**src/rtl/alu_sequencer_if.sv**
```systemverilog
// Command, ALU-drive and response signals between the issue logic, the
// sequencer and the ALU datapath.
interface alu_sequencer_if #(
    parameter int WIDTH = 8,
    parameter int SHW   = 3
);
    logic             req0_valid;
    logic             req0_ready;
    logic [2:0]       req0_op;
    logic [WIDTH-1:0] req0_a;
    logic [WIDTH-1:0] req0_b;
    logic             req0_cin;
    logic [SHW-1:0]   req0_shamt;

    logic             req1_valid;
    logic             req1_ready;
    logic [2:0]       req1_op;
    logic [WIDTH-1:0] req1_a;
    logic [WIDTH-1:0] req1_b;
    logic             req1_cin;
    logic [SHW-1:0]   req1_shamt;

    logic [2:0]       alu_sel;
    logic [WIDTH-1:0] alu_a;
    logic [WIDTH-1:0] alu_b;
    logic             alu_cin;
    logic [WIDTH-1:0] alu_out;
    logic             alu_ovf;

    logic             rsp_valid;
    logic             rsp_ready;
    logic [WIDTH-1:0] rsp_data;
    logic             rsp_ovf;
    logic             rsp_id;
    logic             busy;

    modport slave (
        input  req0_valid, req0_op, req0_a, req0_b, req0_cin, req0_shamt,
        output req0_ready,
        input  req1_valid, req1_op, req1_a, req1_b, req1_cin, req1_shamt,
        output req1_ready,
        output alu_sel, alu_a, alu_b, alu_cin,
        input  alu_out, alu_ovf,
        output rsp_valid, rsp_data, rsp_ovf, rsp_id, busy,
        input  rsp_ready
    );

    modport master (
        output req0_valid, req0_op, req0_a, req0_b, req0_cin, req0_shamt,
        input  req0_ready,
        output req1_valid, req1_op, req1_a, req1_b, req1_cin, req1_shamt,
        input  req1_ready,
        input  alu_sel, alu_a, alu_b, alu_cin,
        output alu_out, alu_ovf,
        input  rsp_valid, rsp_data, rsp_ovf, rsp_id, busy,
        output rsp_ready
    );
endinterface

```
**src/rtl/alu_sequencer.sv**
```systemverilog
// Round-robin front end for the 8-bit ALU: arbitrates two requesters, runs
// one op at a time (shifts iterated one bit per cycle) and returns a response.
module alu_sequencer #(
    parameter int WIDTH = 8,
    parameter int SHW   = 3
) (
    input logic            clock,
    input logic            clear,
    alu_sequencer_if.slave bus
);
    typedef enum logic [1:0] {IDLE, EXEC, SHIFT, DONE} state_e;
    typedef enum logic [2:0] {
        OP_ADD = 3'b000, OP_SUB = 3'b001, OP_AND = 3'b010, OP_OR  = 3'b011,
        OP_XOR = 3'b100, OP_NOT = 3'b101, OP_SHL = 3'b110, OP_SHR = 3'b111
    } op_e;

    state_e           state, state_nx;
    logic             last_grant;
    op_e              op_q;
    logic [WIDTH-1:0] a_q, b_q, work, rsp_data_q;
    logic             cin_q, id_q, sflag, rsp_ovf_q;
    logic [SHW-1:0]   cnt;

    logic             grant0, grant1, accept;
    op_e              sel_op;
    logic [WIDTH-1:0] sel_a, sel_b;
    logic             sel_cin, sel_shift;
    logic [SHW-1:0]   sel_shamt;
    logic             shout, last_step;

    // Arbitration: on contention the requester that did not win last time goes.
    always_comb begin
        grant0 = 1'b0;
        grant1 = 1'b0;
        if (state == IDLE) begin
            if (bus.req0_valid && bus.req1_valid) begin
                grant0 = last_grant;
                grant1 = ~last_grant;
            end else begin
                grant0 = bus.req0_valid;
                grant1 = bus.req1_valid;
            end
        end
        accept    = grant0 | grant1;
        sel_op    = grant1 ? op_e'(bus.req1_op) : op_e'(bus.req0_op);
        sel_a     = grant1 ? bus.req1_a     : bus.req0_a;
        sel_b     = grant1 ? bus.req1_b     : bus.req0_b;
        sel_cin   = grant1 ? bus.req1_cin   : bus.req0_cin;
        sel_shamt = grant1 ? bus.req1_shamt : bus.req0_shamt;
        sel_shift = (sel_op == OP_SHL) || (sel_op == OP_SHR);
    end

    assign shout     = (op_q == OP_SHL) ? work[WIDTH-1] : work[0];
    assign last_step = (cnt == SHW'(1));

    always_ff @(posedge clock) begin
        if (clear) state <= IDLE;
        else       state <= state_nx;
    end

    always_comb begin
        state_nx = state;
        case (state)
            IDLE: begin
                if (accept) begin
                    if (!sel_shift)          state_nx = EXEC;
                    else if (sel_shamt == '0) state_nx = DONE;
                    else                     state_nx = SHIFT;
                end
            end
            EXEC:    state_nx = DONE;
            SHIFT:   if (last_step) state_nx = DONE;
            DONE:    if (bus.rsp_ready) state_nx = IDLE;
            default: state_nx = IDLE;
        endcase
    end

    always_comb begin
        bus.req0_ready = grant0;
        bus.req1_ready = grant1;
        bus.alu_sel    = '0;
        bus.alu_a      = '0;
        bus.alu_b      = '0;
        bus.alu_cin    = 1'b0;
        case (state)
            EXEC: begin
                bus.alu_sel = op_q;
                bus.alu_a   = a_q;
                bus.alu_b   = b_q;
                bus.alu_cin = (op_q == OP_ADD) ? cin_q : 1'b0;
            end
            SHIFT: begin
                bus.alu_sel = op_q;
                bus.alu_a   = work;
            end
            default: ;
        endcase
        bus.rsp_valid = (state == DONE);
        bus.rsp_data  = rsp_data_q;
        bus.rsp_ovf   = rsp_ovf_q;
        bus.rsp_id    = id_q;
        bus.busy      = (state != IDLE);
    end

    always_ff @(posedge clock) begin
        if (clear) begin
            last_grant <= 1'b1;
            op_q       <= OP_ADD;
            a_q        <= '0;
            b_q        <= '0;
            cin_q      <= 1'b0;
            id_q       <= 1'b0;
            cnt        <= '0;
            work       <= '0;
            sflag      <= 1'b0;
            rsp_data_q <= '0;
            rsp_ovf_q  <= 1'b0;
        end else begin
            case (state)
                IDLE: begin
                    if (accept) begin
                        op_q       <= sel_op;
                        a_q        <= sel_a;
                        b_q        <= sel_b;
                        cin_q      <= sel_cin;
                        id_q       <= grant1;
                        last_grant <= grant1;
                        cnt        <= sel_shamt;
                        work       <= sel_a;
                        sflag      <= 1'b0;
                        // A zero-length shift completes without touching the ALU.
                        if (sel_shift && sel_shamt == '0) begin
                            rsp_data_q <= sel_a;
                            rsp_ovf_q  <= 1'b0;
                        end
                    end
                end
                EXEC: begin
                    rsp_data_q <= bus.alu_out;
                    rsp_ovf_q  <= ((op_q == OP_ADD) || (op_q == OP_SUB)) ? bus.alu_ovf : 1'b0;
                end
                SHIFT: begin
                    work  <= bus.alu_out;
                    cnt   <= cnt - SHW'(1);
                    sflag <= sflag | shout;
                    if (last_step) begin
                        rsp_data_q <= bus.alu_out;
                        rsp_ovf_q  <= sflag | shout;
                    end
                end
                default: ;
            endcase
        end
    end
endmodule

```
**src/flat_wrapper.sv**
```systemverilog
// flat-port wrapper written by rule: the top's interface ports become plain ports
module alu_sequencer_flat 
#(
    parameter int WIDTH = 8,
    parameter int SHW   = 3
)
  (clock, clear, bus_req0_valid, bus_req0_op, bus_req0_a, bus_req0_b, bus_req0_cin, bus_req0_shamt, bus_req0_ready, bus_req1_valid, bus_req1_op, bus_req1_a, bus_req1_b, bus_req1_cin, bus_req1_shamt, bus_req1_ready, bus_alu_sel, bus_alu_a, bus_alu_b, bus_alu_cin, bus_alu_out, bus_alu_ovf, bus_rsp_valid, bus_rsp_data, bus_rsp_ovf, bus_rsp_id, bus_busy, bus_rsp_ready);
  alu_sequencer_if #(.WIDTH(WIDTH), .SHW(SHW)) bus_i ();
  input logic clock;
  input logic clear;
  input wire logic [$bits(bus_i.req0_valid)-1:0] bus_req0_valid;
  input wire logic [$bits(bus_i.req0_op)-1:0] bus_req0_op;
  input wire logic [$bits(bus_i.req0_a)-1:0] bus_req0_a;
  input wire logic [$bits(bus_i.req0_b)-1:0] bus_req0_b;
  input wire logic [$bits(bus_i.req0_cin)-1:0] bus_req0_cin;
  input wire logic [$bits(bus_i.req0_shamt)-1:0] bus_req0_shamt;
  output wire logic [$bits(bus_i.req0_ready)-1:0] bus_req0_ready;
  input wire logic [$bits(bus_i.req1_valid)-1:0] bus_req1_valid;
  input wire logic [$bits(bus_i.req1_op)-1:0] bus_req1_op;
  input wire logic [$bits(bus_i.req1_a)-1:0] bus_req1_a;
  input wire logic [$bits(bus_i.req1_b)-1:0] bus_req1_b;
  input wire logic [$bits(bus_i.req1_cin)-1:0] bus_req1_cin;
  input wire logic [$bits(bus_i.req1_shamt)-1:0] bus_req1_shamt;
  output wire logic [$bits(bus_i.req1_ready)-1:0] bus_req1_ready;
  output wire logic [$bits(bus_i.alu_sel)-1:0] bus_alu_sel;
  output wire logic [$bits(bus_i.alu_a)-1:0] bus_alu_a;
  output wire logic [$bits(bus_i.alu_b)-1:0] bus_alu_b;
  output wire logic [$bits(bus_i.alu_cin)-1:0] bus_alu_cin;
  input wire logic [$bits(bus_i.alu_out)-1:0] bus_alu_out;
  input wire logic [$bits(bus_i.alu_ovf)-1:0] bus_alu_ovf;
  output wire logic [$bits(bus_i.rsp_valid)-1:0] bus_rsp_valid;
  output wire logic [$bits(bus_i.rsp_data)-1:0] bus_rsp_data;
  output wire logic [$bits(bus_i.rsp_ovf)-1:0] bus_rsp_ovf;
  output wire logic [$bits(bus_i.rsp_id)-1:0] bus_rsp_id;
  output wire logic [$bits(bus_i.busy)-1:0] bus_busy;
  input wire logic [$bits(bus_i.rsp_ready)-1:0] bus_rsp_ready;
  assign bus_i.req0_valid = bus_req0_valid;
  assign bus_i.req0_op = bus_req0_op;
  assign bus_i.req0_a = bus_req0_a;
  assign bus_i.req0_b = bus_req0_b;
  assign bus_i.req0_cin = bus_req0_cin;
  assign bus_i.req0_shamt = bus_req0_shamt;
  assign bus_req0_ready = bus_i.req0_ready;
  assign bus_i.req1_valid = bus_req1_valid;
  assign bus_i.req1_op = bus_req1_op;
  assign bus_i.req1_a = bus_req1_a;
  assign bus_i.req1_b = bus_req1_b;
  assign bus_i.req1_cin = bus_req1_cin;
  assign bus_i.req1_shamt = bus_req1_shamt;
  assign bus_req1_ready = bus_i.req1_ready;
  assign bus_alu_sel = bus_i.alu_sel;
  assign bus_alu_a = bus_i.alu_a;
  assign bus_alu_b = bus_i.alu_b;
  assign bus_alu_cin = bus_i.alu_cin;
  assign bus_i.alu_out = bus_alu_out;
  assign bus_i.alu_ovf = bus_alu_ovf;
  assign bus_rsp_valid = bus_i.rsp_valid;
  assign bus_rsp_data = bus_i.rsp_data;
  assign bus_rsp_ovf = bus_i.rsp_ovf;
  assign bus_rsp_id = bus_i.rsp_id;
  assign bus_busy = bus_i.busy;
  assign bus_i.rsp_ready = bus_rsp_ready;
  alu_sequencer #(.WIDTH(WIDTH), .SHW(SHW)) u_core (.clock(clock), .clear(clear), .bus(bus_i));
endmodule
```
**config.mk**
```make
export PLATFORM = sky130hd
export DESIGN_NAME = alu_sequencer_flat
export DESIGN_NICKNAME = d
export VERILOG_FILES = /design/src/rtl/alu_sequencer_if.sv /design/src/rtl/alu_sequencer.sv /design/src/flat_wrapper.sv
export SDC_FILE = /design/constraint.sdc
export NUM_CORES = 1
export LEC_CHECK = 0
export CAP_MARGIN = 10
export CORE_MARGIN = 4
export CORE_UTILIZATION = 48
export DETAILED_ROUTE_END_ITERATION = 8
export PLACE_DENSITY = 0.95
export SYNTH_ARGS = -nofsm -noshare
export SYNTH_HDL_FRONTEND = slang
export SYNTH_SLANG_ARGS = --single-unit
```
**constraint.sdc**
```tcl
create_clock -name clock -period 4.3 [get_ports clock]
set_clock_uncertainty 0.15 [all_clocks]
set_input_delay 0.43 -clock clock [delete_from_list [all_inputs] [get_ports clock]]
set_output_delay 0.43 -clock clock [all_outputs]
set_load 0.02 [all_outputs]
```
==> results of run 1 <==
==> logic make-up (layout without fill, tap and decap cells) <==
kind of cell / Yosys count / count (layout) / share of synthesized area
multiplexers: 29 / 29 / 0.118
flip-flops: 45 / 45 / 0.350
buffers and inverters: 39 / 121 / 0.0656
adder cells (fa/ha/maj): 6 / 6 / 0.0292
AO/OA/AOI/OAI: 76 / 76 / 0.206
AND/OR/NAND/NOR: 126 / 126 / 0.232
==> report_power, final <==
| part | switching, mW | internal (mW) | leakage, nW |
|---|---|---|---|
| Combinational | 0.802 | 0.604 | 1.03 |
| Clock | 0.143 | 0.127 | 0.0433 |
| Sequential | 0.0966 | 0.572 | 0.371 |
==> worst max path at each step <==
stage	start	end	slack, ps	cells after the start
detailed placement	u_core.state[0]	bus_alu_a[5]	1380	5
global route	u_core.state[0]	bus_alu_a[0]	850	5
global placement	u_core.state[0]	bus_alu_a[6]	1440	5
finish	u_core.state[0]	bus_alu_a[2]	1040	5
floorplan	u_core.state[0]	bus_alu_a[1]	2160	5
CTS	u_core.state[0]	bus_alu_a[0]	1040	5
==> cells in the final DEF (no fill, tap or decap), types with 4 or more instances in the layout <==
cell             instances
clkbuf_8                 6
o211ai_1                 9
ha_1                     6
o21ai_0                 13
nand2_1                 47
clkdlybuf4s50_1         92
mux2_2                  10
a22oi_1                  8
a311oi_1                13
nor2b_1                  8
inv_1                   16
mux2i_1                 19
nor3_1                   5
and2_1                  12
nand2b_1                10
buf_4                    4
a21oi_1                 25
nor2_1                  31
dfxtp_1                 45
==> worst max-delay path, cell delays in order, from the launching register on <==
cell,delay (ps)
dfxtp_1,340
inv_1,90
ha_1,930
a22oi_1,220
nor2b_1,170
clkdlybuf4s50_1,620
==> flip-flops by register name, indices dropped and copies added (netlist names) <==
register and flops:
u_core.bus.rsp_data 8, u_core.sflag 1, u_core.bus.rsp_id 1, u_core.state 2, u_core.b_q 8, u_core.cnt 3, u_core.work 8, u_core.cin_q 1
u_core.bus.rsp_ovf 1, u_core.last_grant 1, u_core.a_q 8, u_core.op_q 3
==> Yosys cell counts, drive strengths merged <==
library cell | instances | area, um^2
a311oi | 13 | 114
and3 | 2 | 12.5
a221oi | 1 | 8.76
o21ai | 13 | 65.1
mux2 | 10 | 113
or3b | 1 | 8.76
or2 | 1 | 6.26
a211o | 1 | 8.76
a22oi | 8 | 60.1
o211ai | 9 | 67.6
ha | 6 | 75.1
clkbuf | 16 | 70.1
and2 | 13 | 83.8
a21boi | 3 | 33.8
a32oi | 1 | 8.76
nor2b | 8 | 50.1
nand2b | 10 | 62.6
nand3 | 2 | 10.0
inv | 17 | 63.8
and4b | 1 | 10.0
mux2i | 19 | 190
nand3b | 2 | 15.0
nand2 | 49 | 194
dfxtp | 45 | 901
a21oi | 25 | 125
nor3 | 5 | 25.0
nor2 | 32 | 120
o41ai | 1 | 27.5
a32o | 1 | 10.0
buf | 6 | 35.0
==> layer usage <==
layer / routed length, um / vias to the layer above / GRT usage
li1: - / 1271 / -
met1: 3190 / 1172 / 0.283
met2: 3340 / 113 / 0.378
met3: 643 / 14 / 0.0654
met4: 150 / 0 / 0.0693
met5: 0 / - / 0
==> area by class of cell <==
type                            count  area (um^2)  share of cell area
Inverter                           17         63.8              0.0177
Multi-Input combinational cell    237         1510               0.418
Clock buffer                        6         82.6              0.0229
Timing Repair Buffer               97          956               0.265
Sequential cell                    45          901               0.250
Tap cell                           70         87.6              0.0243
Clock inverter                      1         7.51             0.00208
==> run metrics, run 1 <==
outcome finished clean; gpl congestion 0.884; ant diodes 0; TritonCTS Buffers 5; GRT Total Usage 0.227; clock sink count 45; floorplan core area 5140 um^2; Worst-Margin Slew 1150 ps; Die X just over 80 um; FF-to-FF path depth 7; final design utilization 0.702; CTS tree done; Post-DP HPWL about 5300 um; IO buf count 93; register area share after synthesis 0.350; dpl cells 466; hold_buf cts 0; root buffer cell clkbuf_8; Post-CTS Setup Bufs 0; Cell Pwr Density 650 nW/um^2; Hold Path Stages 2; Yosys warnings 0; Die Span Y between 80 and 90 um; Max IR drop VDD 0.000360 V; total power draw 2.34 mW; hold-critical path endpoint u_core.work[6]; number of nets in the layout roughly 470; Layout area overhead 40.0%; Crit Path Max Fanout 33; Max Slew Vio Count 0; unrepaired setup endpoints after global routing no; Fin Hold WS 315 ps; Seq cells post-synth 45; die area 6600 um^2; Hold Path Origin u_core.work[6]; HP Class flip-flop to flip-flop; syn_area_per_cell 8.02 um^2; largest net degree at the start of global routing 55; Post-Syn Nets ~390; final cell count without fillers 473; f_max 0.307 GHz; CP Data Required Time approximately 3700 ps; Synth Instances between 300 and 400; remaining antenna violation count after routing 0; Remaining Overflow, GRT 0; setup TNS 0 ps; final setup violating endpoints 0; clock buffer depth 2; Final Hold Fails 0; initial antenna violation count 0; DR vias 2570; P_leak 1.44 nW; first-pass GRT wire length 11800 um; r2r endpoint u_core.work[2]; routed len/inst 15.5 um; CTS resizes 0; layout cells sized above 1 0.0744; Critical Path AT about 2700 ps; Reg clk slew, reported paths 80 ps; Worst Setup Start Kind flip-flop; Starting DRT DRC Count 112; Finished Cell Area 3610 um^2; Remaining DRCs 0; I/O Pins 94; critical path endpoint category primary output; H-tree levels 2; clk_lat worst skew 300 ps; Yosys cell types 38; setup ws final 1040 ps; minimum clock period roughly 3300 ps; R2R setup slack between 1500 and 2000 ps; Crit Reg-Reg Startpoint u_core.state[0]; Tcrit/Tclk final 0.757; pre-CTS setup slack 1380 ps; vias in the first global route around 2600; FILL cells ~420; Initial Utilization 0.501; Worst Setup Path Type flip-flop to primary output; Max-slew headroom 0.230; drt pass-1 iters 4; site row count 26; final wirelength around 7300 um; Vias per Instance 5.43; cell area after synthesis 2570 um^2; Placed Area 3520 um^2; Max-Cap Viols 0
Note: power is estimated with default switching activity, not from simulation.
==> inputs of run 2 (changes only) <==
--- a/config.mk
+++ b/config.mk
@@ -7,9 +7,9 @@
 export LEC_CHECK = 0
 export CAP_MARGIN = 10
 export CORE_MARGIN = 4
-export CORE_UTILIZATION = 48
+export CORE_UTILIZATION = 40
 export DETAILED_ROUTE_END_ITERATION = 8
-export PLACE_DENSITY = 0.95
+export PLACE_DENSITY = 0.87
 export SYNTH_ARGS = -nofsm -noshare
 export SYNTH_HDL_FRONTEND = slang
 export SYNTH_SLANG_ARGS = --single-unit
==> constraint.sdc (replaced) <==
create_clock -name clock -period 2.69 [get_ports clock]
set_clock_uncertainty 0.15 [all_clocks]
set_input_delay 0.269 -clock clock [delete_from_list [all_inputs] [get_ports clock]]
set_output_delay 0.269 -clock clock [all_outputs]
set_load 0.02 [all_outputs]
==> run 2 against run 1 <==
Against the previous run:
- via count fell by 0.19%
- clock power rose by 98%
- critical path depth up 1
- power is 68% higher
- wire length down 0.74%
- sequential share of layout area is 0.77 points lower
- sequential power increased by 59%
- sequential cell count unchanged
- cell count grew 3.4%
- die area increased by 18%
- largest cell class unchanged
- highest routed layer unchanged
==> run metrics, run 2 (synthesized netlist as in run 1, its figures left out) <==
clock share of power 0.136 (+0.021); Initial Utilization 0.422 (-0.0786); Reg clk slew, reported paths 80 ps (about the same); Remaining DRCs 0 (unchanged); CTS tree done; P_leak 1.52 nW (+5.6%); initial antenna violation count 0 (unchanged); crit path cell chain inv_1 -> ha_2 -> and2_4 -> nand2_2 -> inv_2 -> clkdlybuf4s50_1; commonest non-fill, non-tap cell in the layout clkdlybuf4s50_1; Worst Setup Path Type flip-flop to primary output; gpl congestion 0.863 (-2.3%); largest net degree at the start of global routing 35 (-36%); Die X 88.2 um (+8.6%); f_max around 0.39 GHz; Final Hold Fails 0 (unchanged); Max IR drop VDD 0.000517 V (+43%); TritonCTS Buffers 5 (unchanged); unrepaired setup endpoints after global routing no; slowest stage delay, CP 610 ps (-320 ps); layout cells sized above 1 0.101 (+0.0270); Vias per Instance 5.25 (-3.5%); CP Data Required Time 2270 ps (-1450 ps); Remaining Overflow, GRT 0 (unchanged); routed len/inst 14.9 um (-4.0%); total power draw 3.93 mW (+68%); Layout area overhead 44.5%; H-tree levels 2 (unchanged); Crit Path Max Fanout 13 (-61%); final setup violating endpoints 0 (unchanged); net switching power figure 1.66 mW (+59%); ant diodes 0 (unchanged); drt pass-1 iters 5 (+1); floorplan core area 6100 um^2 (+19%); Max-Cap Viols 0 (unchanged); Max-slew headroom 0.296 (+0.0658); minimum clock period 2550 ps; FILL cells 509 (+21%); clk_lat worst skew 300 ps (about the same); P_int 2.27 mW (+74%); Post-DP HPWL 5450 um (+2.7%); Starting DRT DRC Count 140 (+25%); outcome finished clean; vias in the first global route 2578 (+1.0%); HP Class flip-flop to flip-flop; clock sink count 45 (unchanged); IO buf count 93 (unchanged); die area 7790 um^2 (+18%); setup TNS 0 ps (unchanged); site row count 28 (+7.7%); Crit-path slowest cell clkdlybuf4s50_1; Worst Setup Start Kind flip-flop; DR vias 2565 (-0.19%); Tcrit/Tclk final 0.949; most frequent cells in the layout 91 x clkdlybuf4s50_1, 47 x nand2_1, 45 x dfxtp_1; Die Span Y 88.2 um (+8.6%); combinational power share 0.594 (-0.006); CP bufs+invs 3 (+1); Cell Pwr Density 1060 nW/um^2 (+62%); CP top delay family buffers and inverters; number of nets in the layout 479 (+2.1%); Worst-Margin Slew 1050 ps (-110 ps); clock buffer depth 2 (unchanged); GRT Total Usage 0.189 (-0.0379); Sw Share 0.423 (-0.0214); final cell count without fillers 489 (+3.4%); register share of total power 0.270 (-0.015); first-pass GRT wire length 11800 um (-0.12%); hold_buf cts 0 (unchanged); Critical Path AT 2130 ps (-550 ps); I/O Pins 94 (unchanged); final wirelength 7260 um (-0.74%); Max Slew Vio Count 0 (unchanged); remaining antenna violation count after routing 0 (unchanged); dpl cells 481 (+3.2%); root buffer cell clkbuf_8; critical path endpoint category primary output
-- run 2: cell types whose count changed in the layout (fill, tap and decap cells not counted) --
cell,previous run,this run
ha_1,6,4
clkdlybuf4s50_1,92,91
bufinv_16,0,1
buf_4,4,14
clkbuf_1,0,1
dlymetal6s2s_1,0,1
clkinvlp_4,1,0
ha_2,0,2
-- run 2: tightest hold or removal path, stage by stage (launching register included) --
cell and delay, ps:
dfxtp_1 320, nand2_1 50, a21oi_1 50
-- run 2: worst paths after layout --
check	cells past startpoint	to	from	slack [ps]
worst min register to register	2	u_core.cnt[1]	u_core.cnt[1]	310
worst min-delay path	2	u_core.cnt[1]	u_core.cnt[1]	310
worst max-delay path	6	bus_req1_ready	u_core.state[0]	140
worst max register to register	6	u_core.work[4]	u_core.state[0]	350
-- run 2: power by group through the flow --
stage	sequential, mW	combinational [mW]	clock (mW)
final	1.06	2.33	0.534
after global routing	1.09	2.58	0.571
after CTS	1.06	2.35	0.542
after detailed placement	1.07	2.33	0
after global placement	1.06	2.26	0
after floorplan	1.11	1.50	0
-- run 2: metrics by stage --
step	instance area, um^2	util	hold WS, ps	worst slack [ps]
floorplan	2570	-	278	709
global placement	3600	0.590	294	325
detailed placement	3600	0.590	301	221
CTS	3720	0.610	304	33.6
global route	3720	0.610	343	2.03
finish	3720	0.610	310	136
-- run 2: area by class of cell --
type                            count  area, um^2  area share
Sequential cell                    45         901       0.242
Tap cell                           75        93.8      0.0252
Inverter                           17        63.8      0.0171
Timing Repair Buffer              107        1030       0.278
Clock inverter                      1        30.0     0.00807
Clock buffer                        7        86.3      0.0232
Multi-Input combinational cell    237        1510       0.407
-- run 2: metal layers --
metal,up-vias,part of all wire,global-route usage
met5,-,0,0
met4,0,0.010,0.0549
met3,7,0.083,0.0410
met2,108,0.47,0.324
met1,1165,0.44,0.240
li1,1285,-,-
-- run 2: timing repair --
item                                    CTS  global route
gates resized for setup                   1             2
setup buffers                             0             0
gates cloned                              0             0
endpoints found under the setup margin    8             1
